$ cat config.mk
export PLATFORM = sky130hd
export DESIGN_NAME = exe_stage
export DESIGN_NICKNAME = d
export VERILOG_FILES = /design/src/rtl/exe_stage.sv
export SDC_FILE = /design/constraint.sdc
export NUM_CORES = 1
export LEC_CHECK = 0
export CAP_MARGIN = 20
export CORE_MARGIN = 10
export CORE_UTILIZATION = 56
export DETAILED_ROUTE_END_ITERATION = 6
export GPL_ROUTABILITY_DRIVEN = 1
export PLACE_DENSITY = 0.89
export SKIP_CTS_REPAIR_TIMING = 1
export SYNTH_ARGS = -nofsm -noshare
export SYNTH_HDL_FRONTEND = slang
export SYNTH_SLANG_ARGS = --single-unit
$ cat constraint.sdc
create_clock -name clk -period 8.26 [get_ports clk]
set_clock_uncertainty 0.2 [all_clocks]
set_input_delay 1.239 -clock clk [delete_from_list [all_inputs] [get_ports clk]]
set_output_delay 1.239 -clock clk [all_outputs]
set_load 0.01 [all_outputs]
$ cat src/rtl/exe_stage.sv
// rtl/exe_stage.sv - execute stage: shifter operand, ALU, flags, branch target, EX/MEM register
//
// Purpose: computes the second ALU operand (rotated immediate, zero-extended
// memory offset or shifted register), the ALU result and {N,Z,C,V} flags,
// the branch target, and registers results into the EX/MEM boundary.
//
// Ports:
//   clk, rst                 clock, synchronous active-high reset
//   freeze                   holds EX/MEM register, blocks status write
//   *_in                     decoded instruction fields from ID/EX
//   status_out               architectural status register {N,Z,C,V}
//   branch_taken/address     combinational branch decision and target
//   wb/mem enables, ALU_result, Val_Rm, Dest   registered EX/MEM outputs
module exe_stage (
  input  logic        clk,
  input  logic        rst,
  input  logic        freeze,
  input  logic        wb_enable_in,
  input  logic        mem_read_enable_in,
  input  logic        mem_write_enable_in,
  input  logic        branch_enable_in,
  input  logic        S_in,
  input  logic [3:0]  exec_cmd_in,
  input  logic [31:0] PC_in,
  input  logic [31:0] Val_Rn_in,
  input  logic [31:0] Val_Rm_in,
  input  logic        immidiate_in,
  input  logic [11:0] Shift_operand_in,
  input  logic [23:0] Signed_immidiate_24_in,
  input  logic [3:0]  Dest_in,
  input  logic [3:0]  Status_in,
  output logic [3:0]  status_out,
  output logic        branch_taken,
  output logic [31:0] branch_address,
  output logic        wb_enable,
  output logic        mem_read_enable,
  output logic        mem_write_enable,
  output logic [31:0] ALU_result,
  output logic [31:0] Val_Rm,
  output logic [3:0]  Dest
);

  logic [31:0] val2;
  logic [31:0] imm_zext;
  logic [63:0] imm_rot;
  logic [63:0] rm_rot;
  logic [4:0]  rot_amt;
  logic [4:0]  shift_imm;

  logic [31:0] alu_res;
  logic [32:0] sum33;
  logic        cin;
  logic        n_flag, z_flag, c_flag, v_flag;

  assign imm_zext  = {24'd0, Shift_operand_in[7:0]};
  assign rot_amt   = {Shift_operand_in[11:8], 1'b0};
  assign shift_imm = Shift_operand_in[11:7];
  assign cin       = Status_in[1];

  // Rotations are done by shifting a doubled copy right; the low word is the
  // rotated value and a zero amount naturally returns the input unchanged.
  assign imm_rot = {imm_zext, imm_zext} >> rot_amt;
  assign rm_rot  = {Val_Rm_in, Val_Rm_in} >> shift_imm;

  always_comb begin
    val2 = 32'd0;
    if (immidiate_in) begin
      val2 = imm_rot[31:0];
    end else if (mem_read_enable_in || mem_write_enable_in) begin
      val2 = {20'd0, Shift_operand_in};
    end else begin
      case (Shift_operand_in[6:5])
        2'b00:   val2 = Val_Rm_in << shift_imm;
        2'b01:   val2 = Val_Rm_in >> shift_imm;
        2'b10:   val2 = $unsigned($signed(Val_Rm_in) >>> shift_imm);
        default: val2 = rm_rot[31:0];
      endcase
    end
  end

  // Subtraction is A + ~B + carry-in so that the carry out is NOT borrow.
  always_comb begin
    alu_res = 32'd0;
    sum33   = 33'd0;
    c_flag  = Status_in[1];
    v_flag  = Status_in[0];
    case (exec_cmd_in)
      4'b0001: alu_res = val2;
      4'b1001: alu_res = ~val2;
      4'b0010, 4'b0011: begin
        sum33   = {1'b0, Val_Rn_in} + {1'b0, val2}
                + {32'd0, (exec_cmd_in[0] & cin)};
        alu_res = sum33[31:0];
        c_flag  = sum33[32];
        v_flag  = (Val_Rn_in[31] == val2[31]) && (alu_res[31] != Val_Rn_in[31]);
      end
      4'b0100, 4'b0101: begin
        sum33   = {1'b0, Val_Rn_in} + {1'b0, ~val2}
                + {32'd0, (exec_cmd_in[0] ? cin : 1'b1)};
        alu_res = sum33[31:0];
        c_flag  = sum33[32];
        v_flag  = (Val_Rn_in[31] != val2[31]) && (alu_res[31] != Val_Rn_in[31]);
      end
      4'b0110: alu_res = Val_Rn_in & val2;
      4'b0111: alu_res = Val_Rn_in | val2;
      4'b1000: alu_res = Val_Rn_in ^ val2;
      default: alu_res = 32'd0;
    endcase
    n_flag = alu_res[31];
    z_flag = (alu_res == 32'd0);
  end

  assign branch_taken   = branch_enable_in;
  assign branch_address = PC_in + {{6{Signed_immidiate_24_in[23]}}, Signed_immidiate_24_in, 2'b00};

  always_ff @(posedge clk) begin
    if (rst) begin
      status_out <= 4'd0;
    end else if (S_in && !freeze) begin
      // Undefined opcodes leave the flags as they were sampled in ID.
      case (exec_cmd_in)
        4'b0001, 4'b1001, 4'b0010, 4'b0011, 4'b0100,
        4'b0101, 4'b0110, 4'b0111, 4'b1000:
          status_out <= {n_flag, z_flag, c_flag, v_flag};
        default:
          status_out <= Status_in;
      endcase
    end
  end

  always_ff @(posedge clk) begin
    if (rst) begin
      wb_enable        <= 1'b0;
      mem_read_enable  <= 1'b0;
      mem_write_enable <= 1'b0;
      ALU_result       <= 32'd0;
      Val_Rm           <= 32'd0;
      Dest             <= 4'd0;
    end else if (!freeze) begin
      wb_enable        <= wb_enable_in;
      mem_read_enable  <= mem_read_enable_in;
      mem_write_enable <= mem_write_enable_in;
      ALU_result       <= alu_res;
      Val_Rm           <= Val_Rm_in;
      Dest             <= Dest_in;
    end
  end

endmodule

======== Yosys cells after proc, flatten, opt, wreduce, memory -nomap -nowiden ========
Cells that the tools add are included.
word-level totals
  bits in registers ....................... 75
  input port bits ......................... 153
  word-level logic and storage cells ...... 55
operators by class
  $add $sub $neg .......................... 5
  equal/unequal tests ..................... 15
  shifts and indexed selects .............. 5
  mux-type cells .......................... 8
  bitwise operators ....................... 5
  reduce and logical (&&, ||, !) cells .... 10
operators with widths
  cell                  number
  $pmux W32 S7          1
  $pmux W32 S3          1
  $add A32 B32 Y33      2
  $add A33 B1 Y33       2
  $mux W32              2
  $shr A64 B5 Y32       1
  $shr A40 B5 Y32       1
  $add A32 B32 Y32      1
  $and A32 B32 Y32      1
  $logic_not A32 Y1     1
  $not A32 Y32          1
  $or A32 B32 Y32       1
  $shl A32 B5 Y32       1
  $shr A32 B5 Y32       1
  $sshr A32 B5 Y32      1
  $xor A32 B32 Y32      1
  $eq A4 B3 Y1 const B  4
  $reduce_or A9 Y1      1
  $eq A4 B2 Y1 const B  2
  $eq A4 B4 Y1 const B  2
  $eq A4 B1 Y1 const B  1
  $mux W4               1
  $pmux W1 S2           2
  $reduce_or A2 Y1      2
  other kinds (10)      14

======== Logic depth before layout (Yosys ltp) ========
Gate-level depths: netlist (run 1).
  depth in word-level cells ............... 11
  mapped depth ............................ 27

======== Worst setup path after synthesis (run 1) ========
OpenSTA, ideal clock, no wires.
  kind .................................... input to register
  start point ............................. input exec_cmd_in[0]
  end point ............................... register status_out[2]
  arrival time ............................ 7.040 ns
  required time ........................... 7.991 ns
  slack ................................... 0.951 ns
  cell stages on the path ................. 22
  path buffers ............................ 7
  cells stage by stage .................... clkbuf_1 clkbuf_1 clkbuf_1 buf_1 clkbuf_1 buf_1 clkbuf_1 nand2b_1 fa_1 fa_1 nand2b_1 a221oi_1 o2111ai_1 and4b_1 o21ai_0 a221oi_1 nor3_1 or4b_2 a311oi_1 nand4_1 or4_1 o21ai_1
between the ends
  longest elaborated chain between the ends .. 5
  elaborated cells on any way between the ends .. 19
ends and longest elaborated chain
  item                                           RTL line  source
  from (decl)                                    23        input logic [3:0] exec_cmd_in,
  $mux W1, or another cell as far along          99        + {32'd0, (exec_cmd_in[0] ? cin : 1'b1)};
  $add A33 B1 Y33, or another cell as far along  99
  $pmux W32 S7                                   87        case (exec_cmd_in)
  $logic_not A32 Y1                              110       z_flag = (alu_res == 32'd0);
  $mux W4 (*)                                    121       case (exec_cmd_in)
  to (signal assigned)                           124       status_out <= {n_flag, z_flag, c_flag, v_flag};
  to (signal assigned)                           126       status_out <= Status_in;
  to (decl)                                      32        output logic [3:0] status_out,
Mark *: on every way between the ends. The rest lies on a longest branch, timed or not.
A chain may end at the register's enable or synchronous reset.

======== Worst setup path after layout (run 1) ========
  start point ............................. input Shift_operand_in[11]
  end point ............................... register status_out[2]
between the ends
  longest elaborated chain between the ends .. 10
  elaborated cells on any way between the ends .. 19
ends and longest elaborated chain
  item                                           RTL line  source
  from (decl)                                    28        input logic [11:0] Shift_operand_in,
  $shr A64 B5 Y32, or another cell as far along  63        assign rm_rot = {Val_Rm_in, Val_Rm_in} >> shift_imm;
  $pmux W32 S3                                   72        case (Shift_operand_in[6:5])
  $mux W32                                       69        end else if (mem_read_enable_in || mem_write_enable_in) begin
  $mux W32 (*)                                   67        if (immidiate_in) begin
  $not A32 Y32                                   89, 98
  $add A32 B32 Y33                               98        sum33 = {1'b0, Val_Rn_in} + {1'b0, ~val2}
  $add A33 B1 Y33                                99
  $pmux W32 S7 (*)                               87
  $logic_not A32 Y1 (*)                          110
  $mux W4 (*)                                    121
Marked as above.

==> results of run 1 <==
-- power breakdown --
group,total [µW],internal [µW],switching (µW)
clock network,458,244,214
logic,1470,618,853
registers,405,388,17.2
-- worst reg2reg max path: cells and delay by family, from the launching register on --
family | cells | cell delay (ns)
flip-flops | 1 | 0.46
AND/OR/NAND/NOR | 6 | 1.68
AO/OA/AOI/OAI | 2 | 0.25
-- cells by family after synthesis --
| family | count (synthesis) | synth area share, % |
|---|---|---|
| flops | 75 | 9.471 |
| mux | 220 | 19.84 |
| buf+inv | 294 | 8.043 |
| simple gates | 637 | 18.93 |
| fa+ha+maj | 129 | 10.42 |
| compound gates | 685 | 30.36 |
| xor+xnor | 53 | 2.928 |
-- per-layer routing --
layer | vias to the layer above | GRT usage [%] | share of wire [%]
met5 | - | 0 | 0.022
met1 | 9141 | 47.72 | 34
met2 | 1757 | 65.88 | 44
met3 | 454 | 12.68 | 13
li1 | 8426 | - | -
met4 | 2 | 31.23 | 8.9
-- cell usage after synthesis (all sizes together), types with 17 or more instances --
library cell,instances,area [µm²]
nor2,202,760.7
nand2,171,641.9
a21oi,133,665.6
ha,124,1551
mux2i,123,1231
inv,120,450.4
clkbuf,112,421.7
o21ai,109,545.5
dfxtp,75,1501
mux4,71,1622
buf,61,394.1
a211oi,43,322.8
nand3,43,215.2
nor3,42,210.2
a31oi,38,244.0
o211ai,36,270.3
nand2b,31,193.9
xnor2,31,271.5
a21o,27,202.7
mux2,26,292.8
o221ai,24,216.5
o22ai,24,150.1
o31ai,24,190.2
xor2,22,192.7
and2,21,131.4
nor4,20,131.4
a221oi,18,157.7
a22oi,18,140.1
and3,18,112.6
nor2b,18,112.6
or2,17,106.4
-- state kept, by name (all words and copies together), names as in the netlist --
register,flops
ALU_result,32
Dest,4
Val_Rm,32
mem_read_enable,1
mem_write_enable,1
status_out,4
wb_enable,1
-- path summary, 6_finish.rpt --
| kind | endpoint | cells after the start |
|---|---|---|
| worst max-delay path | status_out[2]$_SDFFE_PP0P_ | 22 |
| worst min-delay path | ALU_result[21]$_SDFFE_PP0N_ | 2 |
| worst max register to register | status_out[2]$_SDFFE_PP0P_ | 8 |
| worst min register to register | ALU_result[21]$_SDFFE_PP0N_ | 2 |
-- metrics by stage --
| step | setup slack [ns] | cells |
|---|---|---|
| 6_report | 0.4102 | 2726 |
| 5_1_grt | 0.08260 | 2726 |
| 4_1_cts | 0.5901 | 2726 |
| 3_5_place_dp | 0.2261 | 2710 |
| 3_3_place_gp | 0.3940 | 2710 |
| 2_1_floorplan | 0.9513 | 2093 |
-- layout make-up --
class,instances,area (µm²)
fill,2194,8234
clock buffer,9,225.2
inverter,120,450.4
sequential,75,1501
clock inverter,7,95.09
tap,378,473.0
multi-input combinational,1724,13090
timing repair buffer,413,3794
==> qor.yml, run 1 <==
run_status:
  status: "finished with violations"
  violations: "DRC"
routing:
  wl_per_cell_um: 28.72
  drt_pre_antenna_iters: 7
  dr_total_vias: 19780
  drt_wl_total_um: 78280
  drtIter0Drc: 2975
  avgViaCountPerCell: 7.256
  drc_errors: 10
  ant_nets: 0
clocking:
  cts_inserted_buffers: 9
  path_clk_slew_ns: 0.08
  cts_root_buf: "clkbuf_16"
  cts_tree: "done"
  clkLatencyLatePin_ns: 0.35
  clockBufferDepth: 2
  cts_sinks: 75
  htreeDepth: 3
grt:
  grt_first_pass_wirelength_um: 117700
  grt_overflow: 0
  grt_pass1_vias: 19010
  grt_max_degree: 54
  antenna_found_initial: 3
  grt_util_all_layers_pct: 42.07
synth:
  ys_async_sr_fraction_pct: 0
  synthCells: 2093
  postSynthRegisterBits: 75
  synth-edff-count: 0
  synth_ff_type: "dfxtp_1"
  syn_area_mm2: 0.01585
  syn-num-nets: 2375
  syn_area_per_cell_um2: 7.574
  ys_warn_count: 0
  ys_seq_area_share_pct: 9.471
  ys_types: 95
layout:
  fin_area_mm2: 0.01962
  mostFrequentLayoutCell: "clkdlybuf4s50_1"
  insertedDiodeCount: 0
  utilization_pct: 70.44
  fin_nets: 2625
  syn_to_final_growth_pct: 23.79
  layout_common_cells: "clkdlybuf4s50_1, nor2_1, nand2_1"
  drive_gt1_share_pct: 13.80
timing:
  maxSlewViolCount: 0
  max_slew_margin_pct: 24.27
  tns_ns: 0
  fin_crit_ns: 7.850
  rsz0062_at_grt: "false"
  timing.fmax_ghz: 0.1274
  setup_viol: 0
  finalHoldViolCount: 0
  hold_ws_ns: 0.2647
  period_share_pct: 95.03
  worst_slew_pin_slew_ns: 1.129
floorplanning:
  dieWidth_um: 188.3
  die-height_um: 188.3
  boundaryPins: 261
  dieArea_mm2: 0.03544
  core_mm2: 0.02786
  start_util_pct: 56.91
  rows: 61
worst_setup_path:
  worstSetupPathType: "in -> reg"
  worst-path-buf-inv: 3
  startpoint_type: "input port"
  end_kind: "flip-flop"
  worst-path-max-fanout: 23
  cp_top_family: "compound AO/OA/AOI/OAI gates"
  regToRegSetupSlack_ns: 5.59
  cp.arrival_ns: 7.96
  timing.rr.start: "status_out[2]$_SDFFE_PP0P_"
  crit_start: "Shift_operand_in[11]"
  path_cells: "buf_2 > buf_12 > nor2b_1 > nand3_1 > o221ai_1 > nor2_1 > a22o_1 > a31o_2 > ha_1 > nand2b_1 > a221oi_1 > o221ai_1 > a2bb2oi_1 > o31ai_1 > buf_4 > a211o_1 > a21boi_0 > a2111oi_0 > a21boi_0 > o21ai_0 > or4_1 > o21ai_1"
  cp.required_ns: 8.37
  cpPeakStageDelay_ns: 0.91
  cp_slowest_cell: "nor2b_1"
placement:
  dpl-instance-area_mm2: 0.01930
  routabilityCongestion: 1.184
  hpwl_um: 60300
  port-buffer-count: 254
power:
  power.total_uw: 2334
  peakVddDrop_mv: 0.09634
  p_leak_uw: 0.008163
  cellPowerDensity_mw_per_mm2: 119.0
worst_hold_path:
  hold_class: "reg -> reg"
  min-delay-start: "ALU_result[21]$_SDFFE_PP0N_"
run:
  maxCapViolations: 0
Power figures use the tool's default switching activity.
==> run 2: changes to the inputs <==
--- a/config.mk
+++ b/config.mk
@@ -15,3 +15,4 @@
 export SYNTH_ARGS = -nofsm -noshare
 export SYNTH_HDL_FRONTEND = slang
 export SYNTH_SLANG_ARGS = --single-unit
+export TNS_END_PERCENT = 50
==> results of run 2 <==
The final DEF is identical to that of run 1; final timing and power are the same.
